### src/rtl/set_cmd_feeder_if.sv
`default_nettype none
// ============================================================================
// Module   : set_cmd_feeder_if
// Brief    : Bundles the host command channel, the SET engine load/result
//            channel and the tagged result channel of set_cmd_feeder.
//            'slave' is the feeder's view, 'master' is the environment's view.
// Revision : 1.0 - initial release
// ============================================================================
interface set_cmd_feeder_if #(
  parameter int TAG_W = 4
);

  // Host command channel
  logic             cmd_valid;
  logic             cmd_ready;
  logic [23:0]      cmd_central;
  logic [11:0]      cmd_radius;
  logic [1:0]       cmd_mode;

  // Engine load / result channel
  logic             set_en;
  logic [23:0]      set_central;
  logic [11:0]      set_radius;
  logic [1:0]       set_mode;
  logic             set_busy;
  logic             set_valid;
  logic [7:0]       set_candidate;

  // Tagged result channel
  logic             res_valid;
  logic [7:0]       res_candidate;
  logic [TAG_W-1:0] res_tag;

  modport slave (
    input  cmd_valid, cmd_central, cmd_radius, cmd_mode,
    output cmd_ready,
    output set_en, set_central, set_radius, set_mode,
    input  set_busy, set_valid, set_candidate,
    output res_valid, res_candidate, res_tag
  );

  modport master (
    output cmd_valid, cmd_central, cmd_radius, cmd_mode,
    input  cmd_ready,
    input  set_en, set_central, set_radius, set_mode,
    output set_busy, set_valid, set_candidate,
    input  res_valid, res_candidate, res_tag
  );

endinterface
`default_nettype wire

### src/rtl/set_cmd_feeder.sv
`default_nettype none
// ============================================================================
// Module   : set_cmd_feeder
// Brief    : Command scheduler in front of the SET circle-coverage engine.
//            Host commands are buffered in a DEPTH-entry FIFO, each one is
//            handed to the engine during its single busy-low read cycle, and
//            the engine's count is returned tagged with the command's
//            sequence number. Engine results that do not belong to an issued
//            command (dummy runs) are dropped.
// Options  : SET_FEED_STAT_EN - adds 8-bit saturating counters stat_issued,
//            stat_done and stat_dummy.
// Revision : 1.0 - initial release
// ============================================================================
module set_cmd_feeder #(
  parameter int DEPTH = 4,
  parameter int TAG_W = 4
) (
  input  logic              clk,
  input  logic              rst_n,
  set_cmd_feeder_if.slave   bus,
  output logic              idle
`ifdef SET_FEED_STAT_EN
  ,
  output logic [7:0]        stat_issued,
  output logic [7:0]        stat_done,
  output logic [7:0]        stat_dummy
`endif
);

  localparam int PTR_W = (DEPTH > 1) ? $clog2(DEPTH) : 1;
  localparam int CNT_W = PTR_W + 1;

  typedef struct packed {
    logic [23:0]      central;
    logic [11:0]      radius;
    logic [1:0]       mode;
    logic [TAG_W-1:0] tag;
  } entry_t;

  typedef enum logic [1:0] {
    ST_IDLE  = 2'd0,
    ST_ISSUE = 2'd1,
    ST_RUN   = 2'd2,
    ST_RESP  = 2'd3
  } state_e;

  // --------------------------------------------------------------------------
  // State
  // --------------------------------------------------------------------------
  state_e           state_q, state_d;
  logic [PTR_W-1:0] wr_ptr_q, wr_ptr_d;
  logic [PTR_W-1:0] rd_ptr_q, rd_ptr_d;
  logic [CNT_W-1:0] count_q, count_d;
  logic [TAG_W-1:0] tag_q, tag_d;
  logic [TAG_W-1:0] cur_tag_q, cur_tag_d;
  logic [7:0]       res_cand_q, res_cand_d;
  logic [TAG_W-1:0] res_tag_q, res_tag_d;
  entry_t           mem_q [DEPTH];

  logic             cmd_ready;
  logic             push;
  logic             pop;
  logic             set_en;
  entry_t           head;
  entry_t           new_entry;

  // Ready looks only at the registered count, so a full FIFO never accepts
  // even when the head is being popped in the same cycle.
  assign cmd_ready = (count_q != CNT_W'(DEPTH));
  assign push      = bus.cmd_valid && cmd_ready;
  assign pop       = set_en;
  assign head      = mem_q[rd_ptr_q];

  assign new_entry = '{central: bus.cmd_central,
                       radius:  bus.cmd_radius,
                       mode:    bus.cmd_mode,
                       tag:     tag_q};

  // --------------------------------------------------------------------------
  // Outputs
  // --------------------------------------------------------------------------
  assign bus.cmd_ready     = cmd_ready;
  assign bus.set_en        = set_en;
  assign bus.set_central   = head.central;
  assign bus.set_radius    = head.radius;
  assign bus.set_mode      = head.mode;
  assign bus.res_valid     = (state_q == ST_RESP);
  assign bus.res_candidate = res_cand_q;
  assign bus.res_tag       = res_tag_q;
  assign idle              = (count_q == '0) && (state_q == ST_IDLE);

  // FIFO pointer, occupancy and sequence-tag bookkeeping
  always_comb begin
    wr_ptr_d = wr_ptr_q;
    rd_ptr_d = rd_ptr_q;
    count_d  = count_q;
    tag_d    = tag_q;
    if (push) begin
      wr_ptr_d = wr_ptr_q + PTR_W'(1);
      tag_d    = tag_q + TAG_W'(1);
    end
    if (pop) begin
      rd_ptr_d = rd_ptr_q + PTR_W'(1);
    end
    case ({push, pop})
      2'b10:   count_d = count_q + CNT_W'(1);
      2'b01:   count_d = count_q - CNT_W'(1);
      default: count_d = count_q;
    endcase
  end

  // Scheduler: issue in the engine read cycle, wait for its result, report it
  always_comb begin
    state_d    = state_q;
    set_en     = 1'b0;
    cur_tag_d  = cur_tag_q;
    res_cand_d = res_cand_q;
    res_tag_d  = res_tag_q;
    case (state_q)
      ST_IDLE: begin
        if (count_q != '0) begin
          state_d = ST_ISSUE;
        end
      end
      ST_ISSUE: begin
        // A set_valid here comes from a run we did not load; it is ignored.
        if (!bus.set_busy) begin
          set_en    = 1'b1;
          cur_tag_d = head.tag;
          state_d   = ST_RUN;
        end
      end
      ST_RUN: begin
        if (bus.set_valid) begin
          res_cand_d = bus.set_candidate;
          res_tag_d  = cur_tag_q;
          state_d    = ST_RESP;
        end
      end
      ST_RESP: begin
        // Going straight to ISSUE lets the next command catch the engine's
        // read cycle, which falls on the cycle after this one.
        state_d = (count_q != '0) ? ST_ISSUE : ST_IDLE;
      end
      default: begin
        state_d = ST_IDLE;
      end
    endcase
  end

  // Control and result registers, cleared asynchronously
  always_ff @(posedge clk or negedge rst_n) begin
    if (!rst_n) begin
      state_q    <= ST_IDLE;
      wr_ptr_q   <= '0;
      rd_ptr_q   <= '0;
      count_q    <= '0;
      tag_q      <= '0;
      cur_tag_q  <= '0;
      res_cand_q <= '0;
      res_tag_q  <= '0;
    end else begin
      state_q    <= state_d;
      wr_ptr_q   <= wr_ptr_d;
      rd_ptr_q   <= rd_ptr_d;
      count_q    <= count_d;
      tag_q      <= tag_d;
      cur_tag_q  <= cur_tag_d;
      res_cand_q <= res_cand_d;
      res_tag_q  <= res_tag_d;
    end
  end

  // Command storage; contents are only read when the count says they are
  // valid, so the array needs no reset.
  always_ff @(posedge clk) begin
    if (push) begin
      mem_q[wr_ptr_q] <= new_entry;
    end
  end

`ifdef SET_FEED_STAT_EN
  // --------------------------------------------------------------------------
  // Activity counters
  // --------------------------------------------------------------------------
  logic [7:0] stat_issued_q, stat_issued_d;
  logic [7:0] stat_done_q,   stat_done_d;
  logic [7:0] stat_dummy_q,  stat_dummy_d;
  logic       dummy_valid;

  // Any engine result outside RUN is one that gets discarded
  assign dummy_valid = bus.set_valid && (state_q != ST_RUN);

  // Saturating increments of the three activity counters
  always_comb begin
    stat_issued_d = stat_issued_q;
    stat_done_d   = stat_done_q;
    stat_dummy_d  = stat_dummy_q;
    if (set_en && (stat_issued_q != 8'hFF)) begin
      stat_issued_d = stat_issued_q + 8'd1;
    end
    if ((state_q == ST_RESP) && (stat_done_q != 8'hFF)) begin
      stat_done_d = stat_done_q + 8'd1;
    end
    if (dummy_valid && (stat_dummy_q != 8'hFF)) begin
      stat_dummy_d = stat_dummy_q + 8'd1;
    end
  end

  // Counter registers, cleared with the rest of the block
  always_ff @(posedge clk or negedge rst_n) begin
    if (!rst_n) begin
      stat_issued_q <= '0;
      stat_done_q   <= '0;
      stat_dummy_q  <= '0;
    end else begin
      stat_issued_q <= stat_issued_d;
      stat_done_q   <= stat_done_d;
      stat_dummy_q  <= stat_dummy_d;
    end
  end

  assign stat_issued = stat_issued_q;
  assign stat_done   = stat_done_q;
  assign stat_dummy  = stat_dummy_q;
`endif

endmodule
`default_nettype wire

### src/flat_wrapper.sv
// flat-port wrapper written by rule: the top's interface ports become plain ports
module set_cmd_feeder_flat 
#(
  parameter int DEPTH = 4,
  parameter int TAG_W = 4
)
  (clk, rst_n, idle, bus_cmd_valid, bus_cmd_central, bus_cmd_radius, bus_cmd_mode, bus_cmd_ready, bus_set_en, bus_set_central, bus_set_radius, bus_set_mode, bus_set_busy, bus_set_valid, bus_set_candidate, bus_res_valid, bus_res_candidate, bus_res_tag);
  set_cmd_feeder_if #(.TAG_W(TAG_W)) bus_i ();
  input  logic clk;
  input  logic rst_n;
  output logic idle;
  input wire logic [$bits(bus_i.cmd_valid)-1:0] bus_cmd_valid;
  input wire logic [$bits(bus_i.cmd_central)-1:0] bus_cmd_central;
  input wire logic [$bits(bus_i.cmd_radius)-1:0] bus_cmd_radius;
  input wire logic [$bits(bus_i.cmd_mode)-1:0] bus_cmd_mode;
  output wire logic [$bits(bus_i.cmd_ready)-1:0] bus_cmd_ready;
  output wire logic [$bits(bus_i.set_en)-1:0] bus_set_en;
  output wire logic [$bits(bus_i.set_central)-1:0] bus_set_central;
  output wire logic [$bits(bus_i.set_radius)-1:0] bus_set_radius;
  output wire logic [$bits(bus_i.set_mode)-1:0] bus_set_mode;
  input wire logic [$bits(bus_i.set_busy)-1:0] bus_set_busy;
  input wire logic [$bits(bus_i.set_valid)-1:0] bus_set_valid;
  input wire logic [$bits(bus_i.set_candidate)-1:0] bus_set_candidate;
  output wire logic [$bits(bus_i.res_valid)-1:0] bus_res_valid;
  output wire logic [$bits(bus_i.res_candidate)-1:0] bus_res_candidate;
  output wire logic [$bits(bus_i.res_tag)-1:0] bus_res_tag;
  assign bus_i.cmd_valid = bus_cmd_valid;
  assign bus_i.cmd_central = bus_cmd_central;
  assign bus_i.cmd_radius = bus_cmd_radius;
  assign bus_i.cmd_mode = bus_cmd_mode;
  assign bus_cmd_ready = bus_i.cmd_ready;
  assign bus_set_en = bus_i.set_en;
  assign bus_set_central = bus_i.set_central;
  assign bus_set_radius = bus_i.set_radius;
  assign bus_set_mode = bus_i.set_mode;
  assign bus_i.set_busy = bus_set_busy;
  assign bus_i.set_valid = bus_set_valid;
  assign bus_i.set_candidate = bus_set_candidate;
  assign bus_res_valid = bus_i.res_valid;
  assign bus_res_candidate = bus_i.res_candidate;
  assign bus_res_tag = bus_i.res_tag;
  set_cmd_feeder #(.DEPTH(DEPTH), .TAG_W(TAG_W)) u_core (.clk(clk), .rst_n(rst_n), .bus(bus_i), .idle(idle));
endmodule
### config.mk
export PLATFORM = sky130hd
export DESIGN_NAME = set_cmd_feeder_flat
export DESIGN_NICKNAME = d
export VERILOG_FILES = /design/src/rtl/set_cmd_feeder_if.sv /design/src/rtl/set_cmd_feeder.sv /design/src/flat_wrapper.sv
export SDC_FILE = /design/constraint.sdc
export NUM_CORES = 1
export LEC_CHECK = 0
export ABC_AREA = 1
export BUFFER_PORTS_ARGS = -buffer_cell sky130_fd_sc_hd__clkbuf_2
export CAP_MARGIN = 20
export CELL_PAD_IN_SITES_DETAIL_PLACEMENT = 0
export CELL_PAD_IN_SITES_GLOBAL_PLACEMENT = 1
export CORE_ASPECT_RATIO = 1.4
export CORE_UTILIZATION = 30
export CTS_BUF_LIST = sky130_fd_sc_hd__clkbuf_4 sky130_fd_sc_hd__clkbuf_8
export CTS_CLUSTER_SIZE = 14
export DETAILED_ROUTE_END_ITERATION = 10
export GPL_ROUTABILITY_DRIVEN = 0
export PLACE_DENSITY_LB_ADDON = 0.1
export SETUP_SLACK_MARGIN = 0.5
export SYNTH_ARGS = -nofsm -noshare
export SYNTH_HDL_FRONTEND = slang
export SYNTH_SLANG_ARGS = --single-unit
### constraint.sdc
create_clock -name clk -period 4.18 [get_ports clk]
set_input_delay 0.627 -clock clk [delete_from_list [all_inputs] [get_ports clk]]
set_output_delay 0.627 -clock clk [all_outputs]
set_load 0.1 [all_outputs]
==> impl_metrics.tcl <==
set metrics [dict create \
    critical-path-top-delay-family "buffers and inverters" \
    ant_nets 0 \
    cts_resized 0 \
    die-area_mm2 0.02722 \
    syn_area_mm2 0.007968 \
    startpoint_type "register" \
    endpoint "bus_set_radius[1]" \
    worstSetupStartpoint "u_core.rd_ptr_q[0]" \
    drc 0 \
    worstSetupPathType "reg -> out" \
    fp.dieW_um 139.7 \
    crit_buf_inv 3 \
    grt_start_max_net_pins 87 \
    critPathRequiredTime_ns 3.55 \
    gr-total-overflow 0 \
    rows 70 \
    synthTopCellsByArea "edfxtp_1, dfrtp_1, buf_4" \
    drt-total-wl_um 16950 \
    insertion_delay_ns 0.46 \
    rrSetupSlack_ns 1.73 \
    cts_sinks 197 \
    max_stage_delay_ns 0.51 \
    relSlewSlack_pct 38.30 \
    cts_buffers 17 \
    maxCapViolCount 0 \
    grt_pass1_wl_um 26270 \
    cp_slowest_cell "clkbuf_2" \
    setup_viol 0 \
    maxSlewViolCount 0 \
    cp_data_arrival_time_ns 2.63 \
    hold_violations 0 \
    tightest_slew_ns 0.9255 \
    synthToLayoutAreaGrowth_pct 11.53 \
    first_iter_violations 228 \
    ys.flop_type "edfxtp_1" \
    start_util_pct 30.53 \
    num_vias 4547 \
    die_h_um 194.8 \
    antenna_found_initial 0 \
    rsz0062_at_grt "no" \
    path_clk_slew_ns 0.10 \
    cts_max_path_buffers 2 \
    hp-class "in -> async" \
    routedWlPerCell_um 17.00 \
    synth.distinct_cells 27 \
    firstDrtPassIters 4 \
    crit_chain "inv_2 -> buf_4 -> o21ai_0 -> o22ai_1 -> clkbuf_2" \
    cts-hold-fix-buffers 0 \
    skew_ns 0.009323 \
    status "finished clean" \
    n_fill_cell 2645 \
    fin_crit_ns 3.258 \
    r2r_start "u_core.state_q[1]" \
    nNetsFinal 723 \
    track_usage_pct 13.10 \
    async_flop_share_pct 14.72 \
    end_kind "output port" \
    crit_cells 5 \
    regArea_mm2 0.005773 \
    synth_top_area_share_pct 63.32 \
    ys_warn_count 0 \
    antennaDiodeCount 0 \
    root_buffer "clkbuf_8" \
    htreeDepth 4 \
    synth-seq-cells 197 \
    core-area_mm2 0.02610 \
    num_io_pins 105 \
    cts_setup_buffers 0 \
    multi_input_area_mm2 0.001658 \
    yosysSeqAreaShare_pct 72.42 \
    period_share_pct 77.94 \
    viasPerCell 4.561 \
    io_buffers 104 \
    cts_tree "built" \
    synth_edf_count 168 \
    yosysTopAreaCell "edfxtp_1" \
    max_freq_ghz 0.3069 \
    synth_area_per_cell_um2 13.41 \
    syn_inst 594 \
    dpl.hpwl_um 9702 \
    drive_above_1_share_pct 24.67 \
    ff2ff_path_depth 10 \
    cp_max_fo 34 \
    setup-tns-final_ns 0 \
    reg2reg_to "u_core.count_q[2]" \
    syn_nets 657 \
    first_global_vias 4714 \
]
## final cells by class
class	count	area share [%]
tap	324	4.562
clock buffer	21	2.971
clock inverter	11	1.239
multi-input combinational	311	18.66
timing repair buffer	113	6.759
sequential	197	64.97
inverter	20	0.8448
## cell usage after synthesis (10+ instances only)
master      n
ha_1       11
o21ai_0    57
o21ai_1    21
dfrtp_1    29
inv_1      18
buf_4      42
buf_6      10
nand2_1    69
o22ai_1    38
nor2_1     83
edfxtp_1  168
mux2_2     12
## stage by stage
step	setup WS, ns	instances	hold slack [ns]	instance area, µm²	util (%)
after detailed placement	1.381	965	0.4735	8512	32.61
final	0.9220	997	0.2294	8886	34.05
after floorplan	0.5105	594	0.3314	7968	-
after global placement	1.426	965	0.4722	8512	32.61
after CTS	0.8307	997	0.2141	8886	34.05
after global routing	0.6715	997	0.2570	8886	34.05
## sequential cells by signal, indices dropped and copies added, names as in the netlist
name and flops:
u_core.mem_q 168, u_core.bus.res_candidate 8, u_core.bus.res_tag 4, u_core.cur_tag_q 4
u_core.tag_q 4, u_core.count_q 3, u_core.rd_ptr_q 2, u_core.state_q 2
u_core.wr_ptr_q 2
## worst min path at each step
| stage | endpoint | slack [ns] | cells past startpoint | startpoint |
|---|---|---|---|---|
| final | u_core.wr_ptr_q[1] | 0.23 | 1 | rst_n |
| after floorplan | u_core.bus.res_candidate[0] | 0.33 | 0 | rst_n |
| after global routing | u_core.bus.res_candidate[5] | 0.26 | 1 | rst_n |
| after CTS | u_core.wr_ptr_q[1] | 0.21 | 1 | rst_n |
| after detailed placement | u_core.cur_tag_q[0] | 0.47 | 2 | u_core.cur_tag_q[0] |
| after global placement | u_core.cur_tag_q[3] | 0.47 | 2 | u_core.cur_tag_q[3] |
## cells in the final DEF, fill, tap and decap left out, drive strengths merged
| master | synthesis | routed |
|---|---|---|
| a21oi | 1 | 1 |
| bufinv | 0 | 2 |
| or2 | 1 | 1 |
| mux2 | 12 | 12 |
| nand2 | 70 | 70 |
| clkbuf | 6 | 125 |
| ha | 11 | 11 |
| o21ai | 79 | 79 |
| edfxtp | 168 | 168 |
| o22ai | 38 | 38 |
| xnor2 | 4 | 4 |
| dfrtp | 29 | 29 |
| inv | 20 | 20 |
| nor2 | 85 | 85 |
| fa | 1 | 1 |
| xor2 | 4 | 4 |
| nand3 | 4 | 4 |
| clkinv | 0 | 5 |
| clkinvlp | 0 | 4 |
| buf | 60 | 9 |
| o211ai | 1 | 1 |
## logic make-up (layout without fill, tap and decap cells)
kind of cell             count (synthesis)  in the layout  share of synthesized area, %
flip-flops                             197            197                         72.42
AND/OR/NAND/NOR                        160            160                         7.726
AO/OA/AOI/OAI                          119            119                         8.150
buffers and inverters                   86            165                         7.145
adder cells (fa/ha/maj)                 12             12                         1.979
multiplexers                            12             12                         1.696
XOR/XNOR                                 8              8                        0.8793
## routing by layer
layer,wire length [µm],vias up,global-route usage [%]
li1,-,2195,-
met1,7138,2241,14.60
met2,8849,94,23.74
met3,684,17,3.203
met4,273,0,5.169
met5,0,-,0
Power is not shown: default switching activity piles up to over one toggle a cycle in this logic, so the estimate is an artifact.
